**config.mk**
```make
export PLATFORM = sky130hd
export DESIGN_NAME = l2_tlb_lookup_ctrl
export DESIGN_NICKNAME = d
export VERILOG_FILES = /design/src/rtl/l2_tlb_lookup_ctrl.sv
export SDC_FILE = /design/constraint.sdc
export NUM_CORES = 1
export LEC_CHECK = 0
export ABC_AREA = 1
export CAP_MARGIN = 25
export CORE_MARGIN = 2
export CORE_UTILIZATION = 36
export CTS_CLUSTER_SIZE = 24
export DETAILED_ROUTE_END_ITERATION = 10
export GPL_TIMING_DRIVEN = 0
export PLACE_DENSITY = 0.67
export SYNTH_ARGS = -nofsm -noshare
export SYNTH_HDL_FRONTEND = slang
export SYNTH_SLANG_ARGS = --single-unit
export TNS_END_PERCENT = 1
```
**constraint.sdc**
```tcl
create_clock -name clk_i -period 3.8 [get_ports clk_i]
set_input_delay 0.76 -clock clk_i [delete_from_list [all_inputs] [get_ports clk_i]]
set_output_delay 0.76 -clock clk_i [all_outputs]
set_load 0.05 [all_outputs]
```
**src/rtl/l2_tlb_lookup_ctrl.sv**
```systemverilog
// L2 TLB front-end: round-robin ITLB/DTLB miss arbiter, one lookup in flight,
// hits returned to the requester, misses forwarded to the PTW, saturating stats.
//
// Ports: clk_i/rst_i (sync, active-high), flush_i aborts the in-flight request;
// {itlb,dtlb}_req_{valid_i,ready_o,i} request side; l2_tlb_{access_o,req_o,hit_i,
// resp_i,flushing_i} L2 TLB side; resp_{valid_o,src_o,o} hit response;
// ptw_req_{valid_o,ready_i,o}/ptw_src_o miss side; hit_cnt_o/miss_cnt_o counters.

package l2_tlb_pkg;
  typedef struct packed {
    logic [26:0] vpn;
    logic [15:0] asid;
  } l2_tlb_req_t;

  typedef struct packed {
    logic [43:0] ppn;
    logic [7:0]  perm;
  } l2_tlb_resp_t;
endpackage

module l2_tlb_lookup_ctrl
  import l2_tlb_pkg::*;
#(
  parameter int unsigned CNT_WIDTH = 32
) (
  input  logic                 clk_i,
  input  logic                 rst_i,
  input  logic                 flush_i,
  input  logic                 itlb_req_valid_i,
  output logic                 itlb_req_ready_o,
  input  l2_tlb_req_t          itlb_req_i,
  input  logic                 dtlb_req_valid_i,
  output logic                 dtlb_req_ready_o,
  input  l2_tlb_req_t          dtlb_req_i,
  output logic                 l2_tlb_access_o,
  output l2_tlb_req_t          l2_tlb_req_o,
  input  logic                 l2_tlb_hit_i,
  input  l2_tlb_resp_t         l2_tlb_resp_i,
  input  logic                 l2_tlb_flushing_i,
  output logic                 resp_valid_o,
  output logic                 resp_src_o,
  output l2_tlb_resp_t         resp_o,
  output logic                 ptw_req_valid_o,
  input  logic                 ptw_req_ready_i,
  output l2_tlb_req_t          ptw_req_o,
  output logic                 ptw_src_o,
  output logic [CNT_WIDTH-1:0] hit_cnt_o,
  output logic [CNT_WIDTH-1:0] miss_cnt_o
);

  typedef enum logic [2:0] {
    IDLE,
    LOOKUP,
    WAIT,
    RESP,
    MISS
  } state_t;

  localparam logic [CNT_WIDTH-1:0] CNT_ONE = 1;

  state_t       state;
  l2_tlb_req_t  req_q;
  l2_tlb_resp_t resp_q;
  logic         src_q;
  logic         last_q;
  logic [CNT_WIDTH-1:0] hit_cnt;
  logic [CNT_WIDTH-1:0] miss_cnt;

  logic can_grant;
  logic pick_d;
  logic grant;
  logic sat_hit;
  logic sat_miss;

  // DTLB wins when it is alone, or on a tie when ITLB had the last grant.
  always_comb begin
    can_grant = (state == IDLE) && !flush_i && !l2_tlb_flushing_i;
    pick_d    = dtlb_req_valid_i && (!itlb_req_valid_i || !last_q);
    grant     = can_grant && (itlb_req_valid_i || dtlb_req_valid_i);
  end

  assign itlb_req_ready_o = grant && !pick_d;
  assign dtlb_req_ready_o = grant && pick_d;

  assign sat_hit  = (hit_cnt == '1);
  assign sat_miss = (miss_cnt == '1);

  always_ff @(posedge clk_i) begin
    if (rst_i) begin
      state    <= IDLE;
      req_q    <= '0;
      resp_q   <= '0;
      src_q    <= 1'b0;
      last_q   <= 1'b0;
      hit_cnt  <= '0;
      miss_cnt <= '0;
    end else if (flush_i) begin
      state <= IDLE;
    end else begin
      unique case (state)
        IDLE: begin
          if (grant) begin
            req_q  <= pick_d ? dtlb_req_i : itlb_req_i;
            src_q  <= pick_d;
            last_q <= pick_d;
            state  <= LOOKUP;
          end
        end
        LOOKUP: state <= WAIT;
        WAIT: begin
          // A hit reported while the L2 TLB flushes is not trusted.
          if (l2_tlb_hit_i && !l2_tlb_flushing_i) begin
            resp_q <= l2_tlb_resp_i;
            if (!sat_hit) hit_cnt <= hit_cnt + CNT_ONE;
            state <= RESP;
          end else begin
            if (!sat_miss) miss_cnt <= miss_cnt + CNT_ONE;
            state <= MISS;
          end
        end
        RESP: state <= IDLE;
        MISS: if (ptw_req_ready_i) state <= IDLE;
        default: state <= IDLE;
      endcase
    end
  end

  assign l2_tlb_access_o = (state == LOOKUP) && !flush_i;
  assign l2_tlb_req_o    = req_q;
  assign resp_valid_o    = (state == RESP) && !flush_i;
  assign resp_src_o      = src_q;
  assign resp_o          = resp_q;
  assign ptw_req_valid_o = (state == MISS) && !flush_i;
  assign ptw_req_o       = req_q;
  assign ptw_src_o       = src_q;
  assign hit_cnt_o       = hit_cnt;
  assign miss_cnt_o      = miss_cnt;

endmodule

```
* Word-level counts from Yosys, hierarchy flattened
Index checks and enable logic that the tools add are counted.
** Operators by class
- Reduce and logical (&&, ||, !) cells :: 24
- Bitwise logic cells :: 4
- Eq/ne operators :: 8
- Muxes and demuxes :: 5
- Add/subtract/negate cells :: 2
** Operators by type and width (number)
- adder 32 x 1 -> 32 bit (second input constant) :: 2
- equality test 32 bit (second input constant) :: 2
- 2-to-1 mux 43 bit :: 1
- case mux 3 bit (4 select lines) :: 1
- logical AND 1 bit :: 10
- 2-to-1 mux 3 bit :: 3
- AND reduction 4 bit :: 2
- equality test 3 x 2 -> 1 bit (second input constant) :: 2
- AND reduction 3 bit :: 2
- zero test 1 bit :: 5
- != test 2 bit (second input constant) :: 2
- inverter 1 bit :: 4
- equality test 3 x 1 -> 1 bit (second input constant) :: 1
- equality test 3 bit (second input constant) :: 1
- zero test 3 bit :: 1
- logical OR 1 bit :: 2
- AND reduction 2 bit :: 1
- OR reduction 2 bit :: 1
** Word-level totals
- Input port bits :: 146
- Output and inout port bits :: 209
- Bits in registers :: 163

* Longest topological paths before layout
Gate-level depths: netlist (run 1).
- Depth after elaboration :: 6
- Mapped depth :: 11

* Worst setup path before layout (run 1)
Ideal clock, no wire load.
- Path kind :: in2out
- Start point :: input flush_i
- End point :: output resp_valid_o
- Arrival :: 2.484 ns
- Path buffers :: 1
- Path slack :: 0.556 ns
- Stages :: 2
- Path through :: buf_2 nor4_1
** Between the ends
- Longest elaborated chain between the ends :: 2
** Ends and longest elaborated chain
- start: declaration :: RTL line 28 : input logic flush_i,
- zero test 1 bit :: RTL line 130 : assign resp_valid_o = (state == RESP) && !flush_i;
- logical AND 1 bit :: RTL line 130
- end: declaration :: RTL line 40 : output logic resp_valid_o,
No other way between the ends.

* Worst setup path after layout (run 1)
- Start point :: input l2_tlb_flushing_i
- End point :: output itlb_req_ready_o
** Between the ends
- Longest elaborated chain between the ends :: 4
** Ends and longest elaborated chain
- start: declaration :: RTL line 39 : input logic l2_tlb_flushing_i,
- zero test 1 bit :: RTL line 77 : can_grant = (state == IDLE) && !flush_i && !l2_tlb_flushing_i;
- logical AND 1 bit :: RTL line 77
- logical AND 1 bit :: RTL line 79 : grant = can_grant && (itlb_req_valid_i || dtlb_req_valid_i);
- logical AND 1 bit :: RTL line 82 : assign itlb_req_ready_o = grant && !pick_d;
- end: declaration :: RTL line 30 : output logic itlb_req_ready_o,
No other way between the ends.

==> results_dict.tcl, run 1 <==
set metrics [dict create \
    start_util 0.367 \
    max_freq_mhz 278 \
    synth-seq-area-share 0.406 \
    p_leak_nw 4.57 \
    synth_area_per_cell_sq_um 6.64 \
    die_w_um 153 \
    syn-num-nets 1358 \
    via_count 8858 \
    cp_max_fo 10 \
    hold_viol_final 0 \
    peakVddDrop_mv 0.272 \
    max_slew_margin 0.569 \
    dp.final_hpwl_mm 23.0 \
    ys_types 28 \
    cp.required_ns 3.04 \
    ios 355 \
    clkTransAtPathRegs_ns 0.08 \
    cts.htree.levels 4 \
    critPathCaptureType "output pin" \
    startpoint_type "primary input" \
    clk_latency_ns 0.44 \
    hp-class "flip-flop to flip-flop" \
    drt_iter0_drc 519 \
    antenna_left 0 \
    via_per_inst 4.73 \
    fin_skew_ns 0.0193 \
    worstSetupPathType "primary input to output pin" \
    drive_gt1_frac 0.0728 \
    area_growth_pct 55.5 \
    tritoncts "built" \
    antenna_found_initial 0 \
    ys_warn_count 0 \
    firstDrtPassIters 6 \
    finalSetupViolations 0 \
    rsz0062_at_grt "no" \
    row_count 54 \
    finalCritPeriodShare 0.946 \
    status "finished clean" \
    finalMaxSlewViolations 0 \
    yosys.area.top_type "dfxtp_1" \
    dieArea_sq_mm 0.0235 \
    clock-sinks 163 \
    clock-root-buffer "clkbuf_16" \
    diodes 0 \
    worstPathArrival_ns 2.83 \
    grt.overflow.total 0 \
    wl_per_cell_um 15.7 \
    gp_congestion 0.903 \
    placed_area_sq_mm 0.0119 \
    ys_ff_latch 163 \
    ctsHoldBuffers 0 \
    drc 0 \
    wirelength_mm 29.5 \
    core_sq_mm 0.0219 \
    grt_pass1_wl_mm 46.7 \
    setup_tns_ns 0 \
    numCtsBuffers 17 \
    drv_cap 0 \
    portBuffers 352 \
    synth_area_sq_mm 0.00804 \
    synth_top_area_frac 0.406 \
    slowest_delay_ns 0.57 \
    postCtsSetupBuffers 0 \
    grt_max_degree 19 \
    design_area_sq_mm 0.0125 \
    cts.path.max_buffers 2 \
    power_density_mw_per_mm2 327 \
    grt_pass1_vias 8782 \
    final.min_clock_period_ns 3.59 \
    crit_slowest_cell "dlygate4sd2_1" \
    syn_inst 1210 \
    grt_usage 0.248 \
    die_y_um 153 \
    path_cells "clkdlybuf4s50_1, nor3_4, nand2_2, nor2_4, buf_2, dlygate4sd2_1" \
    finalNetCount 1729 \
    tightest_slew_ns 0.644 \
    fill_cells 2156 \
    synthTopCellsByArea "dfxtp_1 (41%), nand2_1 (17%), nor2_1 (11%)" \
]
## power by group
part	switching [mW]	internal (mW)
Clock	0.858	0.881
Combinational	0.316	0.270
Sequential	0.0276	1.73
Total	1.20	2.88
## worst max-delay path: cells and delay by family
kind | cells | cell delay [ns]
buf+inv | 3 | 1.35
simple gates | 3 | 0.71
## path summary, 6_finish.rpt
path | slack [ns] | from | cells past startpoint | to
min reg2reg | 0.51 | l2_tlb_req_o[19] | 2 | l2_tlb_req_o[19]
max reg2reg | 1.72 | miss_cnt_o[0] | 11 | miss_cnt_o[4]
min | 0.51 | l2_tlb_req_o[19] | 2 | l2_tlb_req_o[19]
max | 0.21 | l2_tlb_flushing_i | 6 | itlb_req_ready_o
## layer usage
metal	global-route usage	part of all wire
met5	0	0
met4	0.0765	0.023
met3	0.0564	0.060
met2	0.443	0.50
met1	0.295	0.42
## synthesized netlist by cell type
cell type	count
clkbuf_1	31
dfxtp_1	163
xnor2_1	15
buf_2	13
nand2_2	5
inv_2	2
nand2_4	2
nand2_1	374
a21oi_1	46
nor4_1	2
o21ai_2	2
nor2_4	2
a211oi_1	1
inv_1	63
nor3_1	8
a31oi_1	43
nand4_1	12
nor3_4	3
buf_6	6
ha_1	2
nand3_1	49
nor2_1	240
xor2_1	12
nor2_2	2
o21ai_0	63
nand3b_1	1
and2_1	1
buf_4	47
## cell families (layout without fill, tap and decap cells)
group | after synthesis | after routing | share of synthesized area
adder cells (fa/ha/maj) | 2 | 2 | 0.00311
flip-flops | 163 | 163 | 0.406
buffers and inverters | 162 | 546 | 0.105
AO/OA/AOI/OAI | 155 | 155 | 0.104
XOR/XNOR | 27 | 27 | 0.0294
AND/OR/NAND/NOR | 701 | 701 | 0.352
## through the flow
| stage | setup WS, ns | hold WS [ns] | power, mW | cells | utilization |
|---|---|---|---|---|---|
| after floorplan | 0.556 | 0.520 | 2.10 | 1210 | - |
| after global placement | -0.108 | 0.491 | 2.38 | 1842 | 0.544 |
| after detailed placement | -0.0833 | 0.498 | 2.39 | 1842 | 0.544 |
| after CTS | 0.179 | 0.514 | 4.11 | 1874 | 0.571 |
| after global routing | 0.0835 | 0.537 | 4.21 | 1874 | 0.571 |
| final | 0.207 | 0.513 | 4.09 | 1874 | 0.571 |
## state kept, by name, summed over array words and instances, names as in the netlist
register	flops
miss_cnt_o	32
hit_cnt_o	32
resp_o	52
state	3
l2_tlb_req_o	43
last_q	1
## layout make-up
class,instances,area [sq um],area share
Clock inverter,15,165,0.0132
Buffer,97,602,0.0481
Tap cell,280,350,0.0280
Clock buffer,17,425,0.0340
Timing Repair Buffer,352,3520,0.282
Multi-Input combinational cell,885,3930,0.314
Sequential cell,163,3260,0.261
Inverter,65,244,0.0195
## timing repair
action,CTS,global route
gates resized for setup,2,0
setup endpoints to repair,2,0
hold endpoints to repair,0,0
## placed cells by master (no fill, tap or decap), types with 2 or more instances in the layout
cell type / synthesis / layout
nand2_1: 374 / 374
clkdlybuf4s50_1: 0 / 350
nor2_1: 240 / 240
dfxtp_1: 163 / 163
inv_1: 63 / 63
o21ai_0: 63 / 63
nand3_1: 49 / 49
buf_4: 47 / 47
a21oi_1: 46 / 46
a31oi_1: 43 / 43
clkbuf_1: 31 / 31
clkbuf_16: 0 / 17
xnor2_1: 15 / 15
buf_2: 13 / 13
nand4_1: 12 / 12
xor2_1: 12 / 12
nor3_1: 8 / 8
buf_6: 6 / 6
nand2_2: 5 / 5
inv_6: 0 / 4
clkinv_8: 0 / 4
nor3_4: 3 / 3
clkinvlp_4: 0 / 3
inv_8: 0 / 3
nor2_2: 2 / 2
nor2_4: 2 / 2
nor4_1: 2 / 2
inv_2: 2 / 2
o21ai_2: 2 / 2
nand2_4: 2 / 2
ha_1: 2 / 2
dlygate4sd2_1: 0 / 2
Power figures use the tool's default switching activity.
==> run 2: changes to the inputs <==
REMOVE_ABC_BUFFERS = 1   (was unset)
==> run 2 against run 1 <==
Combinational power decreased by 4.1%. Via count decreased by 2.9%. Clock skew fell by 0.0045 ns. Largest power group unchanged. Clock-buffer cell count did not move. Power fell by 0.99%. Core utilization down 1.9 points. Die area unchanged. Cell count down 4.3%. Sequential power about the same. Non-clock buffer count fell by 86.
==> results_dict.tcl, run 2 (synthesis gave the netlist of run 1 again) <==
set metrics [dict create \
    drv_cap 0 \
    grt_usage 0.250 \
    grt.overflow.total 0 \
    clkTransAtPathRegs_ns 0.07 \
    layout_commonest_cell "nand2_1" \
    finalSetupViolations 0 \
    fin_ws_ns 0.182 \
    cts.path.max_buffers 2 \
    drt_iter0_drc 496 \
    peakVddDrop_mv 0.242 \
    final.min_clock_period_ns 3.62 \
    reg2reg_depth 10 \
    worstHoldStart "l2_tlb_req_o[41]" \
    die_y_um 153 \
    pre_cts_slack_ns -1.34 \
    cp_max_fo 49 \
    wl_per_cell_um 16.5 \
    critPathCaptureType "output pin" \
    clk_latency_ns 0.43 \
    combPwrFrac 0.139 \
    clock-sinks 163 \
    netSwitchingFraction 0.293 \
    worstHoldEndpoint "l2_tlb_req_o[41]" \
    startpoint_type "primary input" \
    rsz0062_at_grt "no" \
    r2r_end "miss_cnt_o[1]" \
    worstSetupPathType "primary input to output pin" \
    tritoncts "built" \
    ff2ff_setup_slack_ns 1.38 \
    hold_depth 2 \
    fin_skew_ns 0.0148 \
    cts.htree.levels 4 \
    via_per_inst 4.80 \
    area_growth_pct 50.3 \
    grt_max_degree 81 \
    max_freq_mhz 276 \
    fill_cells 2142 \
    status "finished clean" \
    post-route-util 0.552 \
    hold_viol_final 0 \
    dp.final_hpwl_mm 21.4 \
    cp.required_ns 3.04 \
    power_frac_seq 0.435 \
    finalPower_mw 4.04 \
    p_leak_nw 4.27 \
    antenna_left 0 \
    firstDrtPassIters 5 \
    dieArea_sq_mm 0.0235 \
    p_int_mw 2.86 \
    final_cell_mix "nand2_1 (374), clkdlybuf4s50_1 (351), nor2_1 (240), dfxtp_1 (163), o21ai_0 (63)" \
    tightest_slew_ns 1.14 \
    via_count 8603 \
    core_sq_mm 0.0219 \
    grt_pass1_wl_mm 46.4 \
    worstPathArrival_ns 2.86 \
    portBuffers 354 \
    start_util 0.367 \
    drive_gt1_frac 0.0437 \
    p_switching_mw 1.18 \
    antenna_found_initial 1 \
    finalMaxSlewViolations 0 \
    numCtsBuffers 17 \
    finalNetCount 1647 \
    drc 0 \
    r2r_start "miss_cnt_o[0]" \
    ios 355 \
    row_count 54 \
    power_density_mw_per_mm2 335 \
    grt_pass1_vias 8513 \
    die_w_um 153 \
    hp-class "flip-flop to flip-flop" \
    wirelength_mm 29.7 \
    finalCritPeriodShare 0.952 \
    gp_congestion 0.867 \
    clock-root-buffer "clkbuf_16" \
    clkPwrFrac 0.426 \
    largest_reg_flops 52 \
    max_slew_margin 0.240 \
]
-- run 2: metrics by stage --
| stage | hold WS (ns) | TNS (ns) | instance area [sq um] | cells |
|---|---|---|---|---|
| 3_5_place_dp | 0.492 | -2.87 | 11400 | 1752 |
| 3_3_place_gp | 0.492 | -266.67 | 11300 | 1747 |
| 6_report | 0.512 | 0 | 12100 | 1793 |
| 5_1_grt | 0.539 | 0 | 12100 | 1793 |
| 2_1_floorplan | 0.520 | 0 | 7440 | 1113 |
| 4_1_cts | 0.512 | 0 | 12100 | 1789 |
-- run 2: metal layers --
metal | wire, um | global-route usage | vias to the layer above
met5 | 0 | 0 | -
met4 | 1030 | 0.0992 | 0
met3 | 2330 | 0.0848 | 50
met2 | 14800 | 0.444 | 283
met1 | 11500 | 0.273 | 3875
li1 | - | - | 4395
-- run 2: worst max path at each step --
stage / startpoint / end / slack, ns
2_1_floorplan: flush_i / resp_valid_o / 0.73
3_3_place_gp: rst_i / state[0] / -3.27
3_5_place_dp: flush_i / itlb_req_ready_o / -1.34
4_1_cts: flush_i / dtlb_req_ready_o / 0.07
5_1_grt: flush_i / itlb_req_ready_o / 0.1
6_report: flush_i / itlb_req_ready_o / 0.18
-- run 2: worst max-delay path: stages --
cell             delay (ns)
clkdlybuf4s50_1        0.63
nor3_4                 0.39
nand2_8                0.28
nor2_4                 0.24
dlygate4sd2_1          0.55
-- run 2: timing repair --
| item | in CTS | in global routing |
|---|---|---|
| cloned | 4 | 0 |
| pin swaps | 2 | 1 |
| setup endpoints to repair | 2 | 1 |
| gates resized for setup | 6 | 0 |
| buffers inserted | 1 | 3 |
| hold buffers | 0 | 0 |
-- run 2: final cells by class --
cell class	instances	area [sq um]	share of cell area
Antenna cell	1	2.50	0.000207
Clock inverter	15	155	0.0128
Sequential cell	163	3260	0.270
Clock buffer	17	425	0.0352
Multi-Input combinational cell	889	3970	0.328
Tap cell	280	350	0.0290
Timing Repair Buffer	363	3680	0.304
Inverter	65	244	0.0202
-- run 2: power by group through the flow --
stage	registers (mW)	logic [mW]	clock network (mW)
3_3_place_gp	1.80	0.548	0
4_1_cts	1.76	0.564	1.76
3_5_place_dp	1.80	0.553	0
5_1_grt	1.76	0.591	1.82
2_1_floorplan	1.97	0.0748	0
6_report	1.76	0.562	1.72
==> run 3: changes to the inputs <==
SKIP_CTS_REPAIR_TIMING = 1   (was unset)
==> run 3 against run 2 <==
Clock-buffer cell count unchanged. Die area stayed put. Power barely moved. Sequential power hardly changed. Critical endpoint is now dtlb_req_ready_o. Global-route usage fell by 0.70 points. Critical path depth rose by 1.
==> results_dict.tcl, run 3 (synthesis gave the netlist of run 1 again) <==
set metrics [dict create \
    power_frac_seq 0.436 \
    p_switching_mw 1.18 \
    row_count 54 \
    fin_ws_ns 0.148 \
    slowest_delay_ns 0.63 \
    clkTransAtPathRegs_ns 0.07 \
    hold_viol_final 0 \
    layout_commonest_cell "nand2_1" \
    rsz0062_at_grt "no" \
    finalNetCount 1644 \
    fill_cells 2147 \
    tightest_slew_ns 1.08 \
    start_util 0.367 \
    clock-sinks 163 \
    r2r_end "miss_cnt_o[1]" \
    antenna_found_initial 1 \
    max_freq_mhz 274 \
    crit_path_end "dtlb_req_ready_o" \
    p_int_mw 2.86 \
    largest_reg_flops 52 \
    cts.path.max_buffers 2 \
    clkPwrFrac 0.427 \
    worstPathArrival_ns 2.89 \
    drv_cap 0 \
    clk_latency_ns 0.44 \
    path_cells "clkdlybuf4s50_1, nor3_4, nand2_4, nor2_4, buf_12, clkbuf_2" \
    finalSetupViolations 0 \
    peakVddDrop_mv 0.244 \
    wl_per_cell_um 16.3 \
    numCtsBuffers 17 \
    combPwrFrac 0.138 \
    ios 355 \
    drt_iter0_drc 527 \
    status "finished clean" \
    dieArea_sq_mm 0.0235 \
    crit_slowest_cell "clkdlybuf4s50_1" \
    antenna_left 0 \
    grt_max_degree 81 \
    cp.required_ns 3.04 \
    via_count 8581 \
    fin_skew_ns 0.0211 \
    die_y_um 153 \
    netSwitchingFraction 0.292 \
    finalPower_mw 4.04 \
    hold_depth 2 \
    via_per_inst 4.79 \
    clock-root-buffer "clkbuf_16" \
    grt_pass1_wl_mm 45.4 \
    core_sq_mm 0.0219 \
    cts.htree.levels 4 \
    firstDrtPassIters 6 \
    pre_cts_slack_ns -1.34 \
    worstHoldStart "l2_tlb_req_o[32]" \
    r2r_start "miss_cnt_o[0]" \
    finalCritPeriodShare 0.961 \
    grt_usage 0.243 \
    area_growth_pct 50.1 \
    power_density_mw_per_mm2 335 \
    p_leak_nw 4.28 \
    die_w_um 153 \
    drive_gt1_frac 0.0417 \
    tritoncts "built" \
    grt_pass1_vias 8381 \
    wirelength_mm 29.1 \
    dp.final_hpwl_mm 21.4 \
    portBuffers 354 \
    gp_congestion 0.867 \
    worstSetupPathType "primary input to output pin" \
    reg2reg_depth 10 \
    final.min_clock_period_ns 3.65 \
    ff2ff_setup_slack_ns 1.39 \
    drc 0 \
    critPathCaptureType "output pin" \
    cp_max_fo 47 \
    final_cell_mix "nand2_1 (374), clkdlybuf4s50_1 (351), nor2_1 (240), dfxtp_1 (163), o21ai_0 (63)" \
    finalMaxSlewViolations 0 \
    grt.overflow.total 0 \
    worstSetupStartpoint "flush_i" \
    hp-class "flip-flop to flip-flop" \
    max_slew_margin 0.279 \
    startpoint_type "primary input" \
]
run 3: power groups by stage:
stage          Sequential (mW)  Clock, mW  Combinational [mW]
2_1_floorplan             1.97          0              0.0748
3_3_place_gp              1.80          0               0.548
3_5_place_dp              1.80          0               0.553
4_1_cts                   1.76       1.76               0.554
5_1_grt                   1.76       1.82               0.586
6_report                  1.76       1.72               0.557
run 3: how the worst min path moves through the flow:
stage / slack (ns) / endpoint
after floorplan: 0.52 / state[1]
after global placement: 0.49 / l2_tlb_req_o[4]
after detailed placement: 0.49 / resp_o[47]
after CTS: 0.51 / l2_tlb_req_o[24]
after global routing: 0.53 / l2_tlb_req_o[32]
final: 0.51 / l2_tlb_req_o[32]
run 3: final cells by class:
type                    count  area, sq um  area share
diodes                      1         2.50    0.000207
clock inverters            15          155      0.0129
flip-flops and latches    163         3260       0.270
repair buffers            362         3680       0.305
well taps                 280          350      0.0290
clock buffers              17          425      0.0353
inverters                  65          244      0.0202
multi-input cells         887         3950       0.327
run 3: per-layer routing:
metal  up-vias  track usage  wire (um)
met5         -            0          0
met4         0       0.0843        846
met3        43       0.0819       2250
met2       277        0.435      14700
met1      3878        0.268      11300
li1       4383            -          -
run 3: per-stage QoR:
step / setup TNS, ns / hold slack, ns / instance area [sq um] / util / cells
4_1_cts: -2.65 / 0.512 / 12000 / 0.549 / 1784
5_1_grt: 0 / 0.535 / 12100 / 0.551 / 1790
3_5_place_dp: -2.87 / 0.492 / 11400 / 0.522 / 1752
2_1_floorplan: 0 / 0.520 / 7440 / - / 1113
6_report: 0 / 0.513 / 12100 / 0.551 / 1790
3_3_place_gp: -266.67 / 0.492 / 11300 / 0.518 / 1747
run 3: worst max-delay path: cells and delay by family:
| family | cells | cell delay, ns |
|---|---|---|
| buffers and inverters | 3 | 1.19 |
| AND/OR/NAND/NOR | 3 | 0.92 |
